[src/rtl/zbus_ser_tx.sv]
// zbus serializing transmitter: one BN-beat word in, BN narrow beats out, LSB beat first.
// With PK=1 a word is launched only once the downstream FIFO reports room for the whole packet.
module zbus_ser_tx #(
  parameter int BW  = 8,
  parameter int BN  = 4,
  parameter int CNL = 3,
  parameter int PK  = 1
) (
  input  logic                 zo_clk,
  input  logic                 zo_rst,
  input  logic                 zi_vld,
  input  logic [BN*BW-1:0]     zi_bus,
  output logic                 zi_ack,
  output logic                 zo_vld,
  output logic [BW-1:0]        zo_bus,
  output logic                 zo_lst,
  input  logic [CNL-1:0]       zo_num,
  input  logic                 zo_ack
);

  localparam int              BCW       = (BN > 1) ? $clog2(BN) : 1;
  localparam logic [BCW-1:0]  LAST_BEAT = BCW'(BN - 1);
  localparam logic [CNL-1:0]  PKT_ROOM  = CNL'(BN);
  localparam logic            ONE_BEAT  = (BN == 1);
  localparam logic            PKT_MODE  = (PK != 0);

  typedef enum logic [1:0] {
    ST_IDLE = 2'd0,
    ST_WAIT = 2'd1,
    ST_SEND = 2'd2
  } state_t;

  state_t              state_r;
  logic [BN*BW-1:0]    sreg_r;
  logic [BCW-1:0]      bcnt_r;
  logic                vld_r;
  logic                lst_r;

  logic                last_s;
  logic                room_s;
  logic                zo_trn_s;
  logic [BCW-1:0]      bcnt_inc_s;

  // Beat position, downstream room and the input handshake decode.
  always_comb begin
    last_s     = (bcnt_r == LAST_BEAT);
    room_s     = (zo_num >= PKT_ROOM);
    zo_trn_s   = vld_r & zo_ack;
    bcnt_inc_s = bcnt_r + BCW'(1);
    zi_ack     = (state_r == ST_IDLE) | ((state_r == ST_SEND) & zo_ack & last_s);
  end

  assign zo_vld = vld_r;
  assign zo_bus = sreg_r[BW-1:0];
  assign zo_lst = lst_r;

  // Control FSM with shift register and registered beat flags.
  always_ff @(posedge zo_clk or posedge zo_rst) begin
    if (zo_rst) begin
      state_r <= ST_IDLE;
      sreg_r  <= '0;
      bcnt_r  <= '0;
      vld_r   <= 1'b0;
      lst_r   <= 1'b0;
    end else begin
      case (state_r)
        ST_IDLE: begin
          // zi_bus is captured only when valid so undriven data never reaches sreg
          if (zi_vld) begin
            sreg_r <= zi_bus;
            bcnt_r <= '0;
            if (PKT_MODE) begin
              state_r <= ST_WAIT;
              vld_r   <= 1'b0;
              lst_r   <= 1'b0;
            end else begin
              state_r <= ST_SEND;
              vld_r   <= 1'b1;
              lst_r   <= ONE_BEAT;
            end
          end else begin
            state_r <= ST_IDLE;
            vld_r   <= 1'b0;
            lst_r   <= 1'b0;
          end
        end

        ST_WAIT: begin
          if (room_s) begin
            state_r <= ST_SEND;
            vld_r   <= 1'b1;
            lst_r   <= last_s;
          end else begin
            state_r <= ST_WAIT;
            vld_r   <= 1'b0;
            lst_r   <= 1'b0;
          end
        end

        ST_SEND: begin
          if (zo_trn_s && !last_s) begin
            sreg_r <= sreg_r >> BW;
            bcnt_r <= bcnt_inc_s;
            lst_r  <= (bcnt_inc_s == LAST_BEAT);
          end else if (zo_trn_s && zi_vld) begin
            // back-to-back reload; packet mode re-checks room via WAIT
            sreg_r <= zi_bus;
            bcnt_r <= '0;
            if (PKT_MODE) begin
              state_r <= ST_WAIT;
              vld_r   <= 1'b0;
              lst_r   <= 1'b0;
            end else begin
              state_r <= ST_SEND;
              vld_r   <= 1'b1;
              lst_r   <= ONE_BEAT;
            end
          end else if (zo_trn_s) begin
            state_r <= ST_IDLE;
            vld_r   <= 1'b0;
            lst_r   <= 1'b0;
          end else begin
            state_r <= ST_SEND;
            vld_r   <= 1'b1;
            lst_r   <= last_s;
          end
        end

        default: begin
          state_r <= ST_IDLE;
          vld_r   <= 1'b0;
          lst_r   <= 1'b0;
        end
      endcase
    end
  end

endmodule

[config.mk]
export PLATFORM = sky130hd
export DESIGN_NAME = zbus_ser_tx
export DESIGN_NICKNAME = d
export VERILOG_FILES = /design/src/rtl/zbus_ser_tx.sv
export SDC_FILE = /design/constraint.sdc
export NUM_CORES = 1
export LEC_CHECK = 0
export BUFFER_PORTS_ARGS = -buffer_cell sky130_fd_sc_hd__buf_2
export CAP_MARGIN = 15
export CORE_MARGIN = 5
export CORE_UTILIZATION = 58
export CTS_CLUSTER_DIAMETER = 30
export DETAILED_ROUTE_END_ITERATION = 16
export GPL_TIMING_DRIVEN = 0
export PLACE_DENSITY = 0.91
export SKIP_LAST_GASP = 1
export SLEW_MARGIN = 20
export SYNTH_ARGS = -nofsm -noshare
export SYNTH_HDL_FRONTEND = slang
export SYNTH_SLANG_ARGS = --single-unit
[constraint.sdc]
create_clock -name zo_clk -period 4.2 [get_ports zo_clk]
set_clock_uncertainty 0.1 [all_clocks]
set_input_delay 0 -clock zo_clk [delete_from_list [all_inputs] [get_ports zo_clk]]
set_output_delay 0 -clock zo_clk [all_outputs]
set_load 0.005 [all_outputs]
==> results of run 1 <==
-- final cells by class --
cell class	instances	area [um2]
plain buffers	15	129
clock buffers	7	76.3
fillers	225	771
inverters	14	52.6
multi-input cells	96	1080
flip-flops and latches	38	951
well taps	48	60.1
repair buffers	80	566
-- registers in the layout (all words and copies together), names as in the netlist --
signal / flops
sreg_r: 32
bcnt_r: 2
state_r: 2
zo_lst: 1
zo_vld: 1
-- what timing repair did --
item,in CTS,in global routing
setup buffers,0,0
resized for setup,0,0
hold buffers,33,0
hold endpoints to repair,70,0
-- worst min-delay path, delay by kind of cell --
kind	cells	cell delay, ns
compound gates	1	0.13
buf+inv	1	0.09
simple gates	2	0.19
-- layer usage --
metal  GRT usage [%]  wire length [um]  vias to the layer above
met5               0                 0                        -
met4            7.93                88                        0
met3            3.93               192                        9
met2            36.0              2400                       41
met1            23.8              1990                      743
li1                -                 -                      730
-- cell families after synthesis --
kind of cell               synth area share, %
and+or+nand+nor                           5.31
buffers and inverters                     8.19
AOI/OAI and AO/OA                         4.52
muxes                                     35.1
adders and majority gates                 3.95
DFF                                       42.9
-- power breakdown --
part	switching, uW	total, uW	internal, uW
Combinational	247	680	432
Clock	118	232	114
Sequential	115	656	541
Total	480	1570	1090
-- through the flow --
step           hold slack [ns]  utilization [%]  power (uW)
3_5_place_dp            0.0865             68.1        1310
3_3_place_gp             0.142             68.1        1270
4_1_cts                 0.0359             79.1        1570
5_1_grt                  0.125             79.1        1670
6_report                0.0605             79.1        1570
2_1_floorplan           0.0296                -        1150
-- cells in the final DEF (no fill, tap or decap) --
cell	Yosys	layout
dfrtp_1	38	38
a31o_2	1	1
nand4_1	1	1
dlygate4sd3_1	0	33
a21boi_0	1	1
buf_2	1	48
inv_1	14	13
clkbuf_1	0	2
o21bai_1	1	1
buf_6	5	5
nand4b_4	1	1
o21ai_0	2	2
ha_1	7	7
buf_4	9	9
a211oi_1	1	1
inv_2	0	1
nand2b_1	1	1
o2bb2ai_4	1	1
and2_1	1	1
clkbuf_8	0	5
mux2i_1	8	8
and4b_2	1	1
o31ai_1	1	1
nor2_1	3	3
mux2_4	36	36
nand2_1	11	11
and3_4	1	1
mux2_2	14	14
a21oi_1	1	1
a311oi_1	1	1
a311o_1	1	1
-- worst paths after layout --
check                           startpoint    endpoint  slack [ns]  cells after the start
worst max-delay path            state_r[0]   sreg_r[6]        2.15                      7
worst min-delay path             zo_num[2]      zo_vld        0.06                      4
worst max register to register  state_r[0]   sreg_r[6]        2.15                      7
worst min register to register  sreg_r[14]  sreg_r[14]        0.41                      1
max in group asynchronous           zo_rst  sreg_r[29]        3.20                      3
min in group asynchronous           zo_rst   sreg_r[0]        0.30                      3
==> impl_results.md, run 1 <==
* Setup tns final at 0 ns
* Crit path largest cell delay at about 0.42 ns
* WL final at roughly 4700 um
* Layout cells sized above 1 at around 49%
* Period utilisation layout at ~49%
* Row count at 22
* Initial antenna violation count at 0
* Largest area contributor in the netlist: dfrtp_1
* FMAX at 0.487 GHz
* Maximum buffer depth of the clock tree at 2
* WP data required at 4.27 ns
* Detailed Route Iter0 Violations at 52
* Vias in the first global route at around 1,700
* Leak at 0.00151 uW
* Slowest CP cell: dfrtp_1
* Critical path's top delay family: multiplexers
* First-pass GRT wire length at around 8000 um
* Most used cell, CP: mux2_4
* Slew headroom at between 40 and 50%
* Mean Syn Cell Area at between 10 and 15 um2
* Tot GR Track Use at about a fifth
* Mapped Nets at ~210
* CTS Buf Count at 5
* Area of the die at a little over 5000 um2
* NumNets Final at 296
* Via-to-Cell Ratio at 5.11
* Final Hold Viols at 0
* Worst skew pair latency at 0.29 ns
* Post-route design area at about 2900 um2
* Setup-failing EPs final at 0
* Synth cell count leaders: dfrtp_1, mux2_4, inv_1, mux2_2, nand2_1
* Synth cell types at 27
* CTS tree: built
* Min Clock Period, post-route at roughly 2.1 ns
* Critical path cell sequence: inv_1, ha_1, buf_4, nand4b_4, buf_6, mux2_4, mux2_4
* Fin cells at around 300
* Starting density of the core at roughly three fifths
* Top FF cell, synth: dfrtp_1
* EDFF count, synth at 0
* 1st-pass router iterations at 4
* I/O Buffers at 47
* Mapped Area at around 2200 um2
* PnR worst setup slack at ~2.1 ns
* Sequential area share after synthesis at between 40% and 50%
* Post-route ant nets at 0
* Post-DP HPWL at between 3000 and 4000 um
* GR Overflow Total at 0
* Count leader, synth: dfrtp_1
* Root buf cell: clkbuf_8
* CP startpoint kind: register
* Async SR Flop Fraction at 100%
* Min-Delay Path Class: in2reg
* Peak supply drop at about 0.00034 V
* Antenna Cells at 0
* H-tree depth at 2
* # DRC at 0
* Worst Setup End Kind: register
* Cell Area, Placed at ~2500 um2
* Slew Limit Fails at 0
* Area delta synth->final at 31.7%
* Power density over the cells at 537 nW/um2
* Clock sink count at 38
* Buf/Inv on CP at 3
* MaxCap Viol Count at 0
* Inst Count DP at about 260
* Status: completed
* Yosys top cell area share at 42.9%
* Worst path arrival time at roughly 2.1 ns
* Place WS at 2.18 ns
* WL/cell at ~16 um
* Crit-path max FO at 10
* Yosys warns at 0
* Core Area at 3690 um2
* Top post-synthesis cells by area: dfrtp_1, mux2_4, mux2_2
* Worst-Margin Slew at a little under 0.8 ns
* Die X at about 70 um
* Clock transition at path regs at approximately 0.07 ns
* RSZ-0062 raised after global routing: false
* Synth Register Bits at 38
* Gpl congestion at around 0.8
* Crit Path Category: reg2reg
* IO Pins at 50
* Largest net degree at the start of global routing at 39
* Post-Syn Instances at approximately 160
* Die height at a little over 70 um
* Via count at between 1,500 and 2,000
(Power assumes the default switching activity.)
==> inputs of run 2 (changes only) <==
Settings changed: CORE_UTILIZATION 58 to 54, PLACE_DENSITY 0.91 to 0.86.
Clock period 4.2 ns to 2.1 ns, I/O delays scaled along.
==> impl_results.md, run 2 (same netlist as run 1, synthesis figures left out) <==
* Status: completed
* 1st-pass router iterations at 4
* R2r worst-path depth at 7
* Reg-to-Reg Start: state_r[0]
* Die X at roughly 74 um
* Area of the die at ~5500 um2
* Register bank with the most flops: sreg_r
* MaxCap Viol Count at 0
* Most common cell after layout, fill and taps aside: buf_2
* Clock transition at path regs at roughly 0.070 ns
* Setup slack, reg-to-reg at just over 0.05 ns
* Power density over the cells at between 1000 and 1500 nW/um2
* Worst Setup End Kind: register
* Antenna Cells at 0
* Slew headroom at about three quarters
* WL/cell at 16.3 um
* GR Overflow Total at 0
* Core Area at roughly 4000 um2
* Post-route ant nets at 0
* Post-DP HPWL at 3120 um
* Clock sink count at 38
* Starting density of the core at between 50% and 60%
* Worst-Margin Slew at between 0.3 and 0.4 ns
* Crit-path max FO at 10
* Via count at ~1,500
* Min Clock Period, post-route at a little over 2 ns
* Place WS at between 0.08 and 0.09 ns
* RSZ-0062 raised after global routing: false
* Final Hold Viols at 0
* Leak at roughly 0.0016 uW
* CTS Buf Count at 5
* Root buf cell: clkbuf_8
* Via-to-Cell Ratio at just under 5
* Inst Count DP at 261
* Layout cells sized above 1 at 51.6%
* Most frequent cells in the layout: buf_2, dfrtp_1, mux2_4, dlygate4sd3_1
* Fillers at 249
* IO Pins at 50
* FMAX at just under 0.5 GHz
* Period utilisation layout at between 90% and 100%
* Worst r2r dst: bcnt_r[1]
* NumNets Final at between 300 and 400
* Max reg flops at 32
* Tot GR Track Use at around 20%
* Worst path arrival time at 2.13 ns
* Setup-failing EPs final at 0
* Cell Area, Placed at around 2500 um2
* Peak supply drop at between 0.0005 and 0.0006 V
* Critical Path End: bcnt_r[1]
* Die height at ~74 um
* Largest registers: sreg_r: 32 flops, bcnt_r: 2 flops, state_r: 2 flops
* Initial antenna violation count at 0
* Setup tns final at 0 ns
* Min-Delay Path Class: in2reg
* # DRC at 0
* Maximum buffer depth of the clock tree at 2
* CP startpoint kind: register
* H-tree depth at 2
* First-pass GRT wire length at roughly 8000 um
* Row count at 23
* PnR worst setup slack at around 0.05 ns
* Power, Total at 3250 uW
* Post-route design area at 3000 um2
* WL final at between 4000 and 5000 um
* I/O Buffers at 47
* Area delta synth->final at 35.3%
* Largest net degree at the start of global routing at 25
* Gpl congestion at approximately 0.84
* Crit path launch: state_r[0]
* Detailed Route Iter0 Violations at 68
* Crit Path Category: reg2reg
* CTS tree: built
* Vias in the first global route at 1,622
* Slew Limit Fails at 0
* WP data required at roughly 2.2 ns
* Worst skew pair latency at 0.30 ns
* Fin cells at a little over 300
[run 2: report_power, final]
part           total (uW)  switching, uW  internal (uW)
Sequential           1310            229           1080
Combinational        1400            519            880
Clock                 539            275            264
[run 2: how the worst min path moves through the flow]
| stage | from | endpoint | slack [ns] | cells after the start |
|---|---|---|---|---|
| after floorplan | zo_ack | zi_ack | 0.03 | 1 |
| after global placement | zi_bus[27] | sreg_r[27] | 0.14 | 3 |
| after detailed placement | zo_rst | sreg_r[2] | -0.11 | 2 |
| after CTS | zi_bus[19] | sreg_r[19] | 0.006 | 3 |
| after global routing | zi_bus[19] | sreg_r[19] | 0.01 | 3 |
| final | zi_bus[19] | sreg_r[19] | 0.007 | 3 |
[run 2: metrics by stage]
step | utilization, % | hold WS, ns
after floorplan | - | 0.0296
after global placement | 62.8 | 0.142
after detailed placement | 63.5 | -0.110
after CTS | 73.9 | 0.00639
after global routing | 74.9 | 0.0140
final | 74.9 | 0.00660
[run 2: worst max-delay path, cell delays in order, from the launching register on]
cell	delay [ns]
dfrtp_1	0.43
inv_1	0.11
ha_1	0.14
buf_4	0.16
and3_4	0.22
o2bb2ai_4	0.19
buf_6	0.24
mux2_2	0.35
[run 2: timing repair]
action,4_1_cts,5_1_grt
gates resized for setup,0,1
endpoints found under the setup margin,0,2
endpoints found under the hold margin,69,0
hold buffers,32,0
setup buffers,0,5
[run 2: routing by layer]
metal | vias up | track usage, % | wire [um]
met1 | 734 | 20.3 | 1890
met3 | 4 | 5.54 | 234
met4 | 0 | 6.64 | 68
met5 | - | 0 | 0
li1 | 739 | - | -
met2 | 38 | 37.8 | 2790
[run 2: final cells by class]
cell class                 instances  area [um2]  share of cell area (%)
buffer                            15         133                    4.42
clock buffer                       6        82.6                    2.75
clock inverter                     2        12.5                   0.417
inverter                          14        52.6                    1.75
multi-input combinational         96        1080                    36.1
sequential                        38         951                    31.7
tap                               50        62.6                    2.09
timing repair buffer              85         621                    20.7
